--- config.mk ---
export PLATFORM = sky130hd
export DESIGN_NAME = wfm_drain
export DESIGN_NICKNAME = d
export VERILOG_FILES = /design/src/rtl/wfm_pkg.sv /design/src/rtl/wfm_sample_fifo.sv /design/src/rtl/wfm_drain.sv
export SDC_FILE = /design/constraint.sdc
export NUM_CORES = 1
export LEC_CHECK = 0
export CAP_MARGIN = 10
export CORE_MARGIN = 2
export CORE_UTILIZATION = 60
export CTS_CLUSTER_SIZE = 28
export DETAILED_ROUTE_END_ITERATION = 6
export GPL_TIMING_DRIVEN = 1
export PLACE_DENSITY = 0.85
export SYNTH_ARGS = -nofsm -noshare
export SYNTH_HDL_FRONTEND = slang
export SYNTH_SLANG_ARGS = --single-unit
--- constraint.sdc ---
create_clock -name mem_clk -period 13.61 [get_ports mem_clk]
set_input_delay 2.722 -clock mem_clk [delete_from_list [all_inputs] [get_ports mem_clk]]
set_output_delay 2.722 -clock mem_clk [all_outputs]
set_load 0.02 [all_outputs]
--- src/rtl/wfm_pkg.sv ---
// Shared definitions for the waveform drain: FSM encoding, default widths
// and the sample packing order also used by the capture block and firmware.
package wfm_pkg;

   typedef enum logic [1:0] {
      ST_IDLE = 2'd0,
      ST_RUN  = 2'd1,
      ST_FIN  = 2'd2
   } state_t;

   localparam int WFM_AW = 9;
   localparam int WFM_DW = 16;

   // 1: the earlier sample of a pair lands in the low half of the packed word.
   localparam bit PACK_FIRST_LOW = 1'b1;

endpackage

--- src/rtl/wfm_sample_fifo.sv ---
// Small synchronous sample FIFO with a two-entry look-ahead so the packer can
// pop one or two samples per cycle; flush and reset clear it synchronously.
module wfm_sample_fifo #(
   parameter int DEPTH = 4,
   parameter int DW    = 16
) (
   input  logic                     mem_clk,
   input  logic                     reset,
   input  logic                     flush,
   input  logic                     wr_en,
   input  logic [DW-1:0]            wr_data,
   input  logic [1:0]               pop,
   output logic [DW-1:0]            head0,
   output logic [DW-1:0]            head1,
   output logic [$clog2(DEPTH):0]   count
);

   localparam int PW = $clog2(DEPTH);

   logic [DW-1:0] mem [DEPTH];
   logic [PW-1:0] wr_ptr_reg;
   logic [PW-1:0] rd_ptr_reg;
   logic [PW:0]   count_reg;

   always_ff @(posedge mem_clk) begin
      if (wr_en) begin
         mem[wr_ptr_reg] <= wr_data;
      end
   end

   // Pointers wrap naturally because DEPTH is a power of two.
   always_ff @(posedge mem_clk) begin
      if (!reset || flush) begin
         wr_ptr_reg <= '0;
         rd_ptr_reg <= '0;
         count_reg  <= '0;
      end else begin
         if (wr_en) begin
            wr_ptr_reg <= wr_ptr_reg + PW'(1);
         end
         rd_ptr_reg <= rd_ptr_reg + PW'(pop);
         count_reg  <= count_reg + (PW+1)'(wr_en) - (PW+1)'(pop);
      end
   end

   assign head0 = mem[rd_ptr_reg];
   assign head1 = mem[rd_ptr_reg + PW'(1)];
   assign count = count_reg;

endmodule

--- src/rtl/wfm_drain.sv ---
// Drains a record from the capture buffer read port, packs sample pairs into
// words and streams them out with valid/ready and an end-of-record flag.
module wfm_drain
   import wfm_pkg::*;
#(
   parameter int AW         = WFM_AW,
   parameter int DW         = WFM_DW,
   parameter int FIFO_DEPTH = 4
) (
   input  logic            mem_clk,
   input  logic            reset,
   input  logic            start,
   input  logic [AW-1:0]   start_addr,
   input  logic [AW:0]     length,
   input  logic            abort,
   output logic            busy,
   output logic            done,
   output logic            ram_rd,
   output logic [AW-1:0]   ram_addr,
   input  logic [DW-1:0]   ram_data,
   output logic [2*DW-1:0] out_data,
   output logic            out_valid,
   output logic            out_last,
   input  logic            out_ready
);

   localparam int CW = $clog2(FIFO_DEPTH) + 1;

   state_t          state_reg;
   state_t          state_next;
   logic            accept_start;
   logic [AW:0]     length_reg;
   logic [AW:0]     issued_reg;
   logic [AW:0]     packed_reg;
   logic [AW:0]     remaining;
   logic [AW-1:0]   addr_reg;
   logic            inflight_reg;
   logic [2*DW-1:0] out_data_reg;
   logic            out_valid_reg;
   logic            out_last_reg;
   logic [2*DW-1:0] pack_word;
   logic [DW-1:0]   second_sample;
   logic [CW-1:0]   fifo_count;
   logic [DW-1:0]   fifo_head0;
   logic [DW-1:0]   fifo_head1;
   logic [1:0]      pop;
   logic            can_pair;
   logic            can_single;
   logic            pack_load;
   logic            rd_issue;

   wfm_sample_fifo #(
      .DEPTH (FIFO_DEPTH),
      .DW    (DW)
   ) u_fifo (
      .mem_clk (mem_clk),
      .reset   (reset),
      .flush   (abort),
      .wr_en   (inflight_reg),
      .wr_data (ram_data),
      .pop     (pop),
      .head0   (fifo_head0),
      .head1   (fifo_head1),
      .count   (fifo_count)
   );

   always_ff @(posedge mem_clk) begin
      if (!reset) begin
         state_reg <= ST_IDLE;
      end else begin
         state_reg <= state_next;
      end
   end

   always_comb begin
      state_next   = state_reg;
      accept_start = 1'b0;
      case (state_reg)
         ST_IDLE: begin
            if (start) begin
               accept_start = 1'b1;
               state_next   = (length == '0) ? ST_FIN : ST_RUN;
            end
         end
         ST_RUN: begin
            if (out_valid_reg && out_ready && out_last_reg) begin
               state_next = ST_FIN;
            end
         end
         ST_FIN:  state_next = ST_IDLE;
         default: state_next = ST_IDLE;
      endcase
      if (abort) begin
         state_next   = ST_IDLE;
         accept_start = 1'b0;
      end
   end

   // Credit check counts the read still in flight so the unconditional
   // FIFO write one cycle later can never overflow.
   always_comb begin
      remaining  = length_reg - packed_reg;
      can_pair   = (remaining >= (AW+1)'(2)) && (fifo_count >= CW'(2));
      can_single = (remaining == (AW+1)'(1)) && (fifo_count != '0);
      rd_issue   = (state_reg == ST_RUN) && !abort && (issued_reg < length_reg) &&
                   (({1'b0, fifo_count} + (CW+1)'(inflight_reg)) < (CW+1)'(FIFO_DEPTH));
      pack_load  = (state_reg == ST_RUN) && !abort && (!out_valid_reg || out_ready) &&
                   (can_pair || can_single);
      pop = 2'd0;
      if (pack_load) begin
         pop = can_pair ? 2'd2 : 2'd1;
      end
      second_sample = can_pair ? fifo_head1 : '0;
      pack_word     = PACK_FIRST_LOW ? {second_sample, fifo_head0} : {fifo_head0, second_sample};
   end

   always_ff @(posedge mem_clk) begin
      if (!reset) begin
         length_reg    <= '0;
         issued_reg    <= '0;
         packed_reg    <= '0;
         addr_reg      <= '0;
         inflight_reg  <= 1'b0;
         out_data_reg  <= '0;
         out_valid_reg <= 1'b0;
         out_last_reg  <= 1'b0;
      end else begin
         inflight_reg <= rd_issue;
         if (accept_start) begin
            length_reg <= length;
            addr_reg   <= start_addr;
            issued_reg <= '0;
            packed_reg <= '0;
         end else if (rd_issue) begin
            addr_reg   <= addr_reg + AW'(1);
            issued_reg <= issued_reg + (AW+1)'(1);
         end
         if (abort) begin
            out_valid_reg <= 1'b0;
            out_last_reg  <= 1'b0;
            out_data_reg  <= '0;
         end else if (pack_load) begin
            out_data_reg  <= pack_word;
            out_valid_reg <= 1'b1;
            out_last_reg  <= (remaining <= (AW+1)'(2));
            packed_reg    <= packed_reg + (AW+1)'(pop);
         end else if (out_ready) begin
            out_valid_reg <= 1'b0;
            out_last_reg  <= 1'b0;
         end
      end
   end

   assign busy      = (state_reg == ST_RUN);
   assign done      = (state_reg == ST_FIN);
   assign ram_rd    = rd_issue;
   assign ram_addr  = addr_reg;
   assign out_data  = out_data_reg;
   assign out_valid = out_valid_reg;
   assign out_last  = out_last_reg;

endmodule

# Word-level counts from Yosys, hierarchy flattened
# Memory sizes are Yosys's and may differ from the RTL's. A register that Yosys moved wholly into a read port is not among the register bits.
# Cells that the tools add are included.
[classes] n_addsub=10 order_cmp=5 eq_ne=5 muxes=20 bitwise=1 reduce_logical=23
[ops] op="2-to-1 mux 10 bit" count=3
[ops] op="2-to-1 mux 9 bit" count=2
[ops] op="2-to-1 mux 16 bit" count=1
[ops] op="adder 10 x 1 -> 10 bit, second input constant" count=1
[ops] op="adder 10 x 2 -> 10 bit" count=1
[ops] op="== test 10 x 1 -> 1 bit, second input constant" count=1
[ops] op="greater-or-equal comparator 10 x 2 -> 1 bit, second input constant" count=1
[ops] op="<= comparator 10 x 2 -> 1 bit, second input constant" count=1
[ops] op="logical NOT 10 bit" count=1
[ops] op="< comparator 10 bit" count=1
[ops] op="2-to-1 mux 2 bit" count=5
[ops] op="subtractor 10 bit" count=1
[ops] op="adder 9 x 1 -> 9 bit, second input constant" count=1
[ops] op="logical AND 1 bit" count=9
[ops] op="2-to-1 mux 1 bit" count=8
[ops] op="adder 2 x 1 -> 2 bit, second input constant" count=2
[ops] op="adder 3 x 1 -> 4 bit" count=1
[ops] op="< comparator 4 x 3 -> 1 bit, second input constant" count=1
[ops] op="case mux 2 bit (2 select lines)" count=1
[ops] op="nonzero test 2 bit" count=2
[ops] op="OR reduction 2 bit" count=2
[ops] op="adder 3 x 1 -> 3 bit" count=1
[ops] op="greater-or-equal comparator 3 x 2 -> 1 bit, second input constant" count=1
[ops] op="logical NOT 1 bit" count=3
[ops] op="other kinds (11)" count=13
[word_totals] register_bits=83 ramBits=64 inputBits=40 n_memories=1
[mem_list] memory="u_fifo.mem" depth=4 word_bits=16 rd=2 rd_clocked_by_memory_dff=1 write_ports=1 line="wfm_sample_fifo.sv:20" source="logic [DW-1:0] mem [DEPTH];"

# Depth between registers and ports, before layout
# Gate-level depths: netlist (run 1).
[depth] word_depth=9 mapped_depth=19 ltp_nobuf=18

# Modules after synthesis
# A second synthesis (run 1) with hierarchy kept.
[hier_totals] hier_cells=666 area_unflattened_um2=7317.0
[modules_own_cells] module="wfm_drain" n_inst=1 cells_per_inst=523 area_each_um2=4154.0
[modules_own_cells] module="wfm_sample_fifo" n_inst=1 cells_per_inst=143 area_each_um2=3163.0

# Worst setup path before layout (run 1)
# No wires, ideal clock.
[synth_path] path_kind="input-to-output" startpoint="in abort" endpoint="out ram_rd" arrival_ns=3.451 t_required_ns=10.888 setup_slack_ns=7.437 stages=4 path_buffers=0 cell_sequence="nor2_1 > and3_1 > o21ai_1 > clkinv_1"
[synth_via] elab_chain_len=4
[synth_lines] item="start, declared" line="wfm_drain.sv:15" source="input logic abort,"
[synth_lines] item="logical NOT 1 bit" line="wfm_drain.sv:105" source="rd_issue = (state_reg == ST_RUN) && !abort && (issued_reg < length_reg) &&"
[synth_lines] item="logical AND 1 bit (3 in series)" line="wfm_drain.sv:105"
[synth_lines] item="end, declared" line="wfm_drain.sv:18" source="output logic ram_rd,"
# No other way between the ends.

# Final worst setup path (run 1)
# Same ends and word-level chain as after synthesis.

==> impl_metrics.csv, run 1 <==
group,metric,value,unit
sta,slew_headroom,24.5,%
sta,tightest_slew,1.13,ns
clock_tree,post-cts-setup-buffers,0,
final_layout,antenna_cells,0,
setup_path,worstPathBufferInverterCount,3,
hold_path,hold_end,"out_data[29]",
route,route.detailed.drc,0,
clock_tree,path_clk_slew,0.06,ns
setup_path,cp_max_fo,16,
pwr,p_clk_share,44.9,%
sta,hold_viol_final,0,
pwr,power_switching_share,24.6,%
final_layout,area_growth,20.2,%
route,wirelength,17.0,mm
placed_design,place_congestion,0.904,
final_layout,largest_reg_flops,64,
clock_tree,cts_tree,"done",
final_layout,regArea,0.00358,sq mm
grt,grt_max_degree,55,
setup_path,crit_path_frequent_cell,"clkdlybuf4s50_1",
clock_tree,cts_buffers,17,
grt,grt_pass1_wl,27.0,mm
setup_path,startpoint_type,"primary input",
synthesis,yosysSeqAreaShare,50.4,%
grt,grt_use_total,27.2,%
sta,maxSlewViolCount,0,
placed_design,dp_hpwl,11.3,mm
route,viasPerCell,6.23,
grt,overflow,0,
pwr,internal_power,0.000734,W
flow_run,max-cap-violations,0,
setup_path,cp.arrival,5.16,ns
die,start_util,62.0,%
final_layout,multi_input_area,0.00321,sq mm
die,die_h,113,um
pwr,p_sw,0.000239,W
setup_path,ff2ff_path_depth,17,
synthesis,avgSynthCellArea,11.1,sq um
setup_path,crit_path_end_kind,"primary output",
hold_path,hp-start,"out_data[29]",
synthesis,ys_async_sr_fraction,0,%
synthesis,ys.flop_type,"dfxtp_1",
setup_path,path_cells,"clkdlybuf4s50_1 > nor2_1 > and3_1 > o21ai_1 > clkinv_1 > clkdlybuf4s50_1",
synthesis,syn_nets,714,
die,die_area,0.0127,sq mm
clock_tree,htreeDepth,4,
grt,grt_pass1_vias,5405,
setup_path,required,10.89,ns
pwr,ir_drop,0.000116,V
sta,fin_setup_tns,0,ns
hold_path,whs_path_depth,2,
pwr,leakage,3.00,nW
clock_tree,clkLatencyLatePin,0.43,ns
setup_path,r2r_end,"packed_reg[9]",
setup_path,reg2reg_slack,8.26,ns
clock_tree,numClockSinks,147,
clock_tree,holdBufCountCts,0,
die,coreArea,0.0115,sq mm
die,die_x,113,um
placed_design,post_dp_cell_area,0.00800,sq mm
route,dr.pass1.iters,5,
die,io_pins,86,
sta,fin_crit_sh,57.9,%
die,rows,39,
hold_path,min_path_type,"flop to flop",
sta,setup_viol,0,
synthesis,synth_cells,641,
clock_tree,clockBufferDepth,2,
synthesis,yosysWarningCount,0,
sta,period_minus_slack,7.88,ns
route,wl_per_cell,19.5,um
synthesis,ys_ff_latch,147,
route,antenna_left,0,
synthesis,netlist_area,0.00711,sq mm
setup_path,cp_top_family,"buffers and inverters",
setup_path,r2r_start,"length_reg[0]",
setup_path,max_stage_delay,0.65,ns
sta,skew,0.00755,ns
setup_path,crit_path_top_delay_cell,"clkdlybuf4s50_1",
status,status,"completed",
pwr,pwr-share-seq,48.2,%
sta,max_freq,127,MHz
sta,rsz0062_at_grt,"false",
final_layout,fin_area,0.00854,sq mm
final_layout,fillCellCount,729,
pwr,power.density,114,mW/mm^2
pwr,p_comb_share,6.9,%
route,vias,5433,
route,drt_iter0_markers,507,
final_layout,drive_gt1_share,10.0,%
placed_design,io_buffers,85,
synthesis,synth_edf_count,64,
clock_tree,clockRootBuffer,"clkbuf_16",
synthesis,synth.distinct_cells,53,
final_layout,nets,789,
grt,antenna_found_initial,0,
clock_tree,cts_resized,0,
setup_path,path_class,"primary input to primary output",
power groups by stage:
| stage | combinational (W) | clock [W] | sequential, W |
|---|---|---|---|
| detailed placement | 0.0000658 | 0 | 0.000478 |
| global placement | 0.0000635 | 0 | 0.000478 |
| finish | 0.0000673 | 0.000437 | 0.000469 |
| global route | 0.0000732 | 0.000457 | 0.000469 |
| floorplan | 0.0000357 | 0 | 0.000479 |
| CTS | 0.0000662 | 0.000438 | 0.000469 |
metrics by stage:
step / std cells / setup slack (ns) / hold slack, ns / util, % / total power [W]
floorplan: 641 / 7.44 / 0.430 / - / 0.000515
global placement: 840 / 5.88 / 0.443 / 69.7 / 0.000541
detailed placement: 840 / 5.75 / 0.449 / 69.7 / 0.000544
CTS: 872 / 5.74 / 0.460 / 74.5 / 0.000973
global route: 872 / 5.47 / 0.493 / 74.5 / 0.000999
finish: 872 / 5.73 / 0.462 / 74.5 / 0.000973
synthesized netlist by cell type, types with 3 or more instances:
cell       instances  area share (%)
edfxtp_1          64              27
o211ai_1           4            0.42
nand2b_1           8            0.70
nor3_1             5            0.35
nor4_1             8            0.70
and3_1             6            0.53
buf_6              4            0.63
or2_2              4            0.35
dfxtp_1           83              23
inv_1             38             2.0
xnor2_1           10             1.2
a21oi_1           60             4.2
mux2i_1           21             3.0
xor2_1             6            0.74
mux4_2            32              10
nand3_1           38             2.7
o21ai_0           18             1.3
and2_1             5            0.44
nand4_1            4            0.35
o31ai_1            3            0.32
or4_1              4            0.42
ha_1              30             5.3
a21o_1             5            0.53
o2111ai_1          3            0.37
nor3b_1            3            0.32
fa_1               3            0.85
nand2_1           54             2.9
clkbuf_1          25             1.3
a31o_1             5            0.62
or3_1              9            0.79
nor2_1            48             2.5
a31oi_1            3            0.26
tightest hold or removal path, cell delays in order (launching register included):
cell and delay (ns):
dfxtp_1 0.31, nand2_1 0.05, a21oi_1 0.05
cell type report:
class                           instances  area share (%)
Clock buffer                           20            5.23
Clock inverter                         12            1.13
Inverter                               39            1.71
Multi-Input combinational cell        423            37.6
Sequential cell                       147            42.0
Tap cell                              143            2.10
Timing Repair Buffer                   88            10.2
worst max-delay path by stage:
stage / start / end / slack (ns) / depth (start not counted)
final: abort / ram_rd / 5.73 / 6
after global placement: abort / ram_rd / 5.88 / 6
after CTS: abort / ram_rd / 5.74 / 6
after detailed placement: abort / ram_rd / 5.75 / 6
after floorplan: abort / ram_rd / 7.44 / 4
after global routing: abort / ram_rd / 5.47 / 6
layout by cell type (no fill, tap or decap), drive strengths merged, types with 2 or more instances in the layout:
| master | n |
|---|---|
| mux2i | 21 |
| or3 | 9 |
| nor3 | 5 |
| o31ai | 3 |
| nor2b | 2 |
| fa | 3 |
| and2 | 5 |
| nand3 | 38 |
| a31oi | 3 |
| a21o | 5 |
| nand3b | 2 |
| clkinvlp | 3 |
| xor2 | 6 |
| nand2 | 54 |
| nor3b | 3 |
| o211ai | 4 |
| ha | 30 |
| or4 | 4 |
| and3 | 6 |
| o22ai | 2 |
| edfxtp | 64 |
| clkinv | 4 |
| o21ai | 20 |
| a211oi | 2 |
| nand4 | 4 |
| inv | 44 |
| nor4 | 8 |
| mux4 | 32 |
| dfxtp | 83 |
| buf | 3 |
| a31o | 7 |
| clkbuf | 20 |
| or2 | 4 |
| clkdlybuf4s50 | 85 |
| nor2 | 48 |
| xnor2 | 10 |
| nand2b | 8 |
| o2111ai | 3 |
| a21oi | 60 |
per-layer routing:
layer / part of all wire [%] / vias up / track usage, %
li1: - / 2507 / -
met1: 41 / 2665 / 34.4
met2: 50 / 232 / 44.4
met3: 6.9 / 29 / 7.87
met4: 1.4 / 0 / 10.8
met5: 0 / - / 0
logic make-up after synthesis:
logic type      count (synthesis)  synth area share, %
simple gates                  204                 13.9
flops                         147                 50.4
compound gates                116                 9.91
buf+inv                        71                 4.37
mux                            54                 13.3
fa+ha+maj                      33                 6.13
xor+xnor                       16                 1.97
Note: power is estimated with default switching activity, not from simulation.
==> run 2: changes to the inputs <==
--- a/config.mk
+++ b/config.mk
@@ -7,11 +7,11 @@
 export LEC_CHECK = 0
 export CAP_MARGIN = 10
 export CORE_MARGIN = 2
-export CORE_UTILIZATION = 60
+export CORE_UTILIZATION = 56
 export CTS_CLUSTER_SIZE = 28
 export DETAILED_ROUTE_END_ITERATION = 6
 export GPL_TIMING_DRIVEN = 1
-export PLACE_DENSITY = 0.85
+export PLACE_DENSITY = 0.8
 export SYNTH_ARGS = -nofsm -noshare
 export SYNTH_HDL_FRONTEND = slang
 export SYNTH_SLANG_ARGS = --single-unit
==> constraint.sdc (replaced) <==
create_clock -name mem_clk -period 7.59 [get_ports mem_clk]
set_input_delay 1.518 -clock mem_clk [delete_from_list [all_inputs] [get_ports mem_clk]]
set_output_delay 1.518 -clock mem_clk [all_outputs]
set_load 0.02 [all_outputs]
==> run 2 against run 1 <==
Against the previous run:
- sequential power is 79% higher
- global-route usage decreased by 2.5 points
- routed wire length down 4.5%
- register-to-register slack worse by 6.0 ns
- hold slack worse by 0.0023 ns
==> impl_metrics.csv, run 2 (synthesis results as in run 1) <==
group,metric,value,unit
status,status,"completed",
die,die_area,0.0136,sq mm
clock_tree,path_clk_slew,0.06,ns
placed_design,io_buffers,85,
clock_tree,clockRootBuffer,"clkbuf_16",
route,vias,5326,
setup_path,startpoint_type,"primary input",
sta,maxSlewViolCount,0,
clock_tree,cts_tree,"done",
sta,final.setup.worst_slack,2.11,ns
grt,grt_use_met3,7.27,%
die,start_util,56.8,%
route,wirelength,16.2,mm
clock_tree,post-cts-setup-buffers,0,
clock_tree,clockBufferDepth,2,
sta,slew_headroom,24.9,%
final_layout,fillCellCount,921,
grt,grt_max_degree,46,
pwr,power.density,206,mW/mm^2
sta,tightest_slew,1.13,ns
clock_tree,holdBufCountCts,0,
setup_path,path_cells,"clkdlybuf4s50_1 > nor2_1 > and3_1 > o21ai_1 > clkinv_1 > clkdlybuf4s50_1",
die,rows,41,
final_layout,area_growth,21.2,%
setup_path,cp_top_family,"buffers and inverters",
sta,fin_setup_tns,0,ns
route,wl_per_cell,18.0,um
grt,grt_pass1_wl,25.7,mm
final_layout,layout_common_cells,"85 x clkdlybuf4s50_1, 82 x dfxtp_1, 64 x edfxtp_1",
final_layout,fin_cells,901,
sta,skew,0.00833,ns
setup_path,max_stage_delay,0.65,ns
die,io_pins,86,
final_layout,largest_reg_flops,64,
route,antenna_left,0,
placed_design,place_ws,2.16,ns
clock_tree,clkLatencyLatePin,0.42,ns
grt,overflow,0,
setup_path,crit_path_top_delay_cell,"clkdlybuf4s50_1",
sta,setup_viol,0,
placed_design,place_congestion,0.867,
sta,hold_viol_final,0,
clock_tree,cts_buffers,17,
setup_path,worstPathBufferInverterCount,3,
clock_tree,numClockSinks,147,
setup_path,crit_path_frequent_cell,"clkdlybuf4s50_1",
final_layout,drive_gt1_share,10.3,%
grt,antenna_found_initial,0,
route,dr.pass1.iters,5,
sta,max_freq,183,MHz
clock_tree,htreeDepth,4,
pwr,ir_drop,0.000199,V
grt,grt_pass1_vias,5291,
route,route.detailed.drc,0,
pwr,leakage,3.03,nW
sta,fin_crit_sh,72.2,%
flow_run,max-cap-violations,0,
die,die_h,117,um
setup_path,crit_path_end_kind,"primary output",
route,viasPerCell,5.91,
placed_design,dp_hpwl,11.0,mm
final_layout,layout_commonest_cell,"clkdlybuf4s50_1",
clock_tree,cts_resized,0,
sta,rsz0062_at_grt,"false",
sta,worst_hold_slack,0.460,ns
setup_path,path_class,"primary input to primary output",
grt,busiest_layer,"met2",
sta,period_minus_slack,5.48,ns
die,die_x,117,um
setup_path,required,6.07,ns
grt,grtUsageMet1,30.7,%
placed_design,placedCellCount,869,
setup_path,cp.arrival,3.96,ns
route,drt_iter0_markers,335,
grt,grt_use_total,24.7,%
die,coreArea,0.0125,sq mm
final_layout,antenna_cells,0,
setup_path,cp_max_fo,16,
grt,grt_use_met2,42.4,%
hold_path,min_path_type,"flop to flop",
final_layout,nets,789,
run 2: report_power, final:
group | total, W | switching (W) | internal, W | leakage [nW]
Combinational | 0.000119 | 0.0000681 | 0.0000513 | 1.50
Sequential | 0.000840 | 0.00000821 | 0.000832 | 1.25
Clock | 0.000815 | 0.000355 | 0.000461 | 0.280
run 2: per-layer routing:
layer / share of wire [%] / routed length, um
met5: 0 / 0
met4: 1.2 / 197
met3: 6.0 / 973
met2: 51 / 8260
met1: 42 / 6820
run 2: final timing paths:
path | start | end | slack, ns | depth (start not counted)
setup / recovery | abort | ram_rd | 2.11 | 6
hold / removal | out_data[20] | out_data[20] | 0.46 | 2
setup reg to reg | length_reg[0] | packed_reg[9] | 2.26 | 17
hold reg to reg | out_data[20] | out_data[20] | 0.46 | 2
run 2: tightest hold or removal path: cells and delay by family (launching register included):
kind               cells  cell delay (ns)
AOI/OAI and AO/OA      1             0.05
DFF                    1             0.31
and+or+nand+nor        1             0.05
run 2: cell type report:
type                       instances  area, sq um  share of cell area, %
clock buffer                      17          425                   4.94
clock inverter                    15          153                   1.77
inverter                          39          146                   1.70
multi-input combinational        423         3210                   37.3
sequential                       147         3580                   41.6
tap                              172          215                   2.50
timing repair buffer              88          873                   10.1
run 2: per-stage QoR:
stage                     util, %  total power (W)  instance area, sq um
final                        68.8          0.00177                  8610
after global routing         68.8          0.00183                  8610
after detailed placement     64.2         0.000975                  8030
after CTS                    68.8          0.00178                  8610
after floorplan                 -         0.000924                  7110
after global placement       64.2         0.000972                  8030
==> run 3: changes to the inputs <==
--- a/config.mk
+++ b/config.mk
@@ -7,11 +7,11 @@
 export LEC_CHECK = 0
 export CAP_MARGIN = 10
 export CORE_MARGIN = 2
-export CORE_UTILIZATION = 56
+export CORE_UTILIZATION = 51
 export CTS_CLUSTER_SIZE = 28
 export DETAILED_ROUTE_END_ITERATION = 6
 export GPL_TIMING_DRIVEN = 1
-export PLACE_DENSITY = 0.8
+export PLACE_DENSITY = 0.77
 export SYNTH_ARGS = -nofsm -noshare
 export SYNTH_HDL_FRONTEND = slang
 export SYNTH_SLANG_ARGS = --single-unit
==> constraint.sdc (replaced) <==
create_clock -name mem_clk -period 4.38 [get_ports mem_clk]
set_input_delay 0.876 -clock mem_clk [delete_from_list [all_inputs] [get_ports mem_clk]]
set_output_delay 0.876 -clock mem_clk [all_outputs]
set_load 0.02 [all_outputs]
==> run 3 against run 2 <==
Against the previous run:
- worst setup slack got worse by 1.9 ns
- count of clock-buffer cells in the layout rose by 3
- cell area up 2.8%
- routed wire length rose by 3.3%
- critical path depth rose by 11
- die area up 9.5%
- sequential power rose by 74%
- sequential share of layout area is 1.1 points lower
- critical path type is now flop to flop
- hold slack got worse by 0.0015 ns
- clock skew fell by 0.0021 ns
- largest power group is now the clock network
- flip-flop and latch count stayed put
==> impl_metrics.csv, run 3 (synthesis results as in run 1) <==
group,metric,value,unit
die,io_pins,86,
sta,hold_viol_final,0,
sta,max_freq,241,MHz
route,wl_per_cell,18.2,um
pwr,leakage,3.12,nW
sta,final.setup.worst_slack,0.230,ns
final_layout,multi_input_area,0.00330,sq mm
route,dr.pass1.iters,5,
status,status,"completed",
grt,overflow,0,
sta,fin_crit_sh,94.7,%
final_layout,regArea,0.00359,sq mm
pwr,p_total,0.00316,W
final_layout,area_growth,24.6,%
clock_tree,numClockSinks,147,
die,rows,43,
grt,grt_max_degree,46,
clock_tree,cts_tree,"done",
pwr,power.density,357,mW/mm^2
placed_design,dp_hpwl,11.1,mm
route,wirelength,16.8,mm
setup_path,ff2ff_path_depth,17,
sta,slew_headroom,24.6,%
die,die_x,122,um
final_layout,largest_reg_flops,64,
sta,worst_hold_slack,0.459,ns
setup_path,r2r_start,"length_reg[0]",
flow_run,max-cap-violations,0,
route,vias,5331,
clock_tree,cts_buffers,17,
final_layout,antenna_cells,0,
hold_path,hp-start,"out_data[27]",
route,antenna_left,0,
final_layout,layout_common_cells,"85 x clkdlybuf4s50_1, 81 x dfxtp_1, 64 x edfxtp_1",
route,drt_iter0_markers,340,
final_layout,fin_area,0.00885,sq mm
setup_path,cp.arrival,4.51,ns
setup_path,crit_path_end_kind,"flop",
hold_path,min_path_type,"flop to flop",
placed_design,post_dp_cell_area,0.00813,sq mm
die,die_h,122,um
hold_path,whs_path_depth,2,
route,route.detailed.drc,0,
die,start_util,51.8,%
clock_tree,clockRootBuffer,"clkbuf_16",
sta,setup_viol,0,
sta,period_minus_slack,4.15,ns
grt,antenna_found_initial,0,
route,viasPerCell,5.77,
grt,grt_pass1_vias,5397,
final_layout,fillCellCount,1050,
final_layout,post-route-util,64.5,%
setup_path,startpoint_type,"flop",
final_layout,drive_gt1_share,14.2,%
hold_path,hold_end,"out_data[27]",
setup_path,cp_max_fo,3,
die,die_area,0.0149,sq mm
pwr,ir_drop,0.000267,V
setup_path,reg2reg_slack,0.23,ns
clock_tree,path_clk_slew,0.06,ns
setup_path,required,4.74,ns
die,coreArea,0.0137,sq mm
grt,grt_use_total,23.6,%
sta,maxSlewViolCount,0,
placed_design,io_buffers,85,
placed_design,place_congestion,0.881,
clock_tree,clockBufferDepth,2,
placed_design,place_ws,-0.240,ns
clock_tree,htreeDepth,4,
final_layout,layout_commonest_cell,"clkdlybuf4s50_1",
final_layout,nets,804,
setup_path,path_class,"flop to flop",
sta,skew,0.00621,ns
setup_path,r2r_end,"packed_reg[8]",
grt,grt_pass1_wl,27.0,mm
sta,tightest_slew,1.13,ns
clock_tree,clkLatencyLatePin,0.42,ns
==> run 3: how the worst max path moves through the flow <==
stage	to	start	slack (ns)	cells past startpoint
2_1_floorplan	packed_reg[8]	length_reg[0]	0.04	18
3_3_place_gp	packed_reg[8]	length_reg[0]	0.04	17
3_5_place_dp	packed_reg[8]	length_reg[0]	-0.24	17
4_1_cts	packed_reg[9]	length_reg[0]	-0.05	19
5_1_grt	packed_reg[8]	length_reg[0]	-0.02	17
6_report	packed_reg[8]	length_reg[0]	0.23	17
==> run 3: routing by layer <==
layer	up-vias	GRT usage, %	wire [um]
li1	2536	-	-
met1	2605	28.6	7080
met2	160	40.6	8460
met3	30	5.90	891
met4	0	9.48	354
met5	-	0	0
==> run 3: report_power, final <==
| group | leakage, nW | internal, W | switching (W) | total, W |
|---|---|---|---|---|
| combinational | 1.59 | 0.000107 | 0.000125 | 0.000233 |
| sequential | 1.25 | 0.00144 | 0.0000142 | 0.00146 |
| clock | 0.279 | 0.000897 | 0.000572 | 0.00147 |
| total | 3.12 | 0.00245 | 0.000712 | 0.00316 |
==> run 3: repair_timing <==
item / in CTS / in global routing
resized for setup: 10 / 12
pin swaps: 5 / 5
hold buffers: 0 / 0
setup buffers: 3 / 1
endpoints found under the setup margin: 2 / 6
==> run 3: through the flow <==
stage,instances,setup TNS [ns]
after floorplan,641,0
after global placement,888,0
after detailed placement,888,-0.457
after CTS,923,-0.0542
after global routing,924,-0.0186
final,924,0
==> run 3: critical path, stage by stage, from the launching register on <==
cell and delay [ns]:
dfxtp_2 0.33, inv_1 0.05, ha_2 0.19, fa_2 0.34, nand2b_4 0.15, a221o_1 0.33
nor4_2 0.16, o21ai_1 0.14, or4b_4 0.58, nor4_4 0.20, ha_2 0.26, fa_1 0.21
and3_1 0.19, and3_1 0.20, nand3_1 0.10, or3_1 0.38, a21oi_2 0.14, a31o_1 0.11
==> run 3: layout make-up <==
cell class,instances,share of cell area (%)
Clock buffer,20,4.93
Clock inverter,12,1.77
Inverter,39,1.65
Multi-Input combinational cell,423,37.3
Sequential cell,147,40.5
Tap cell,180,2.54
Timing Repair Buffer,103,11.3
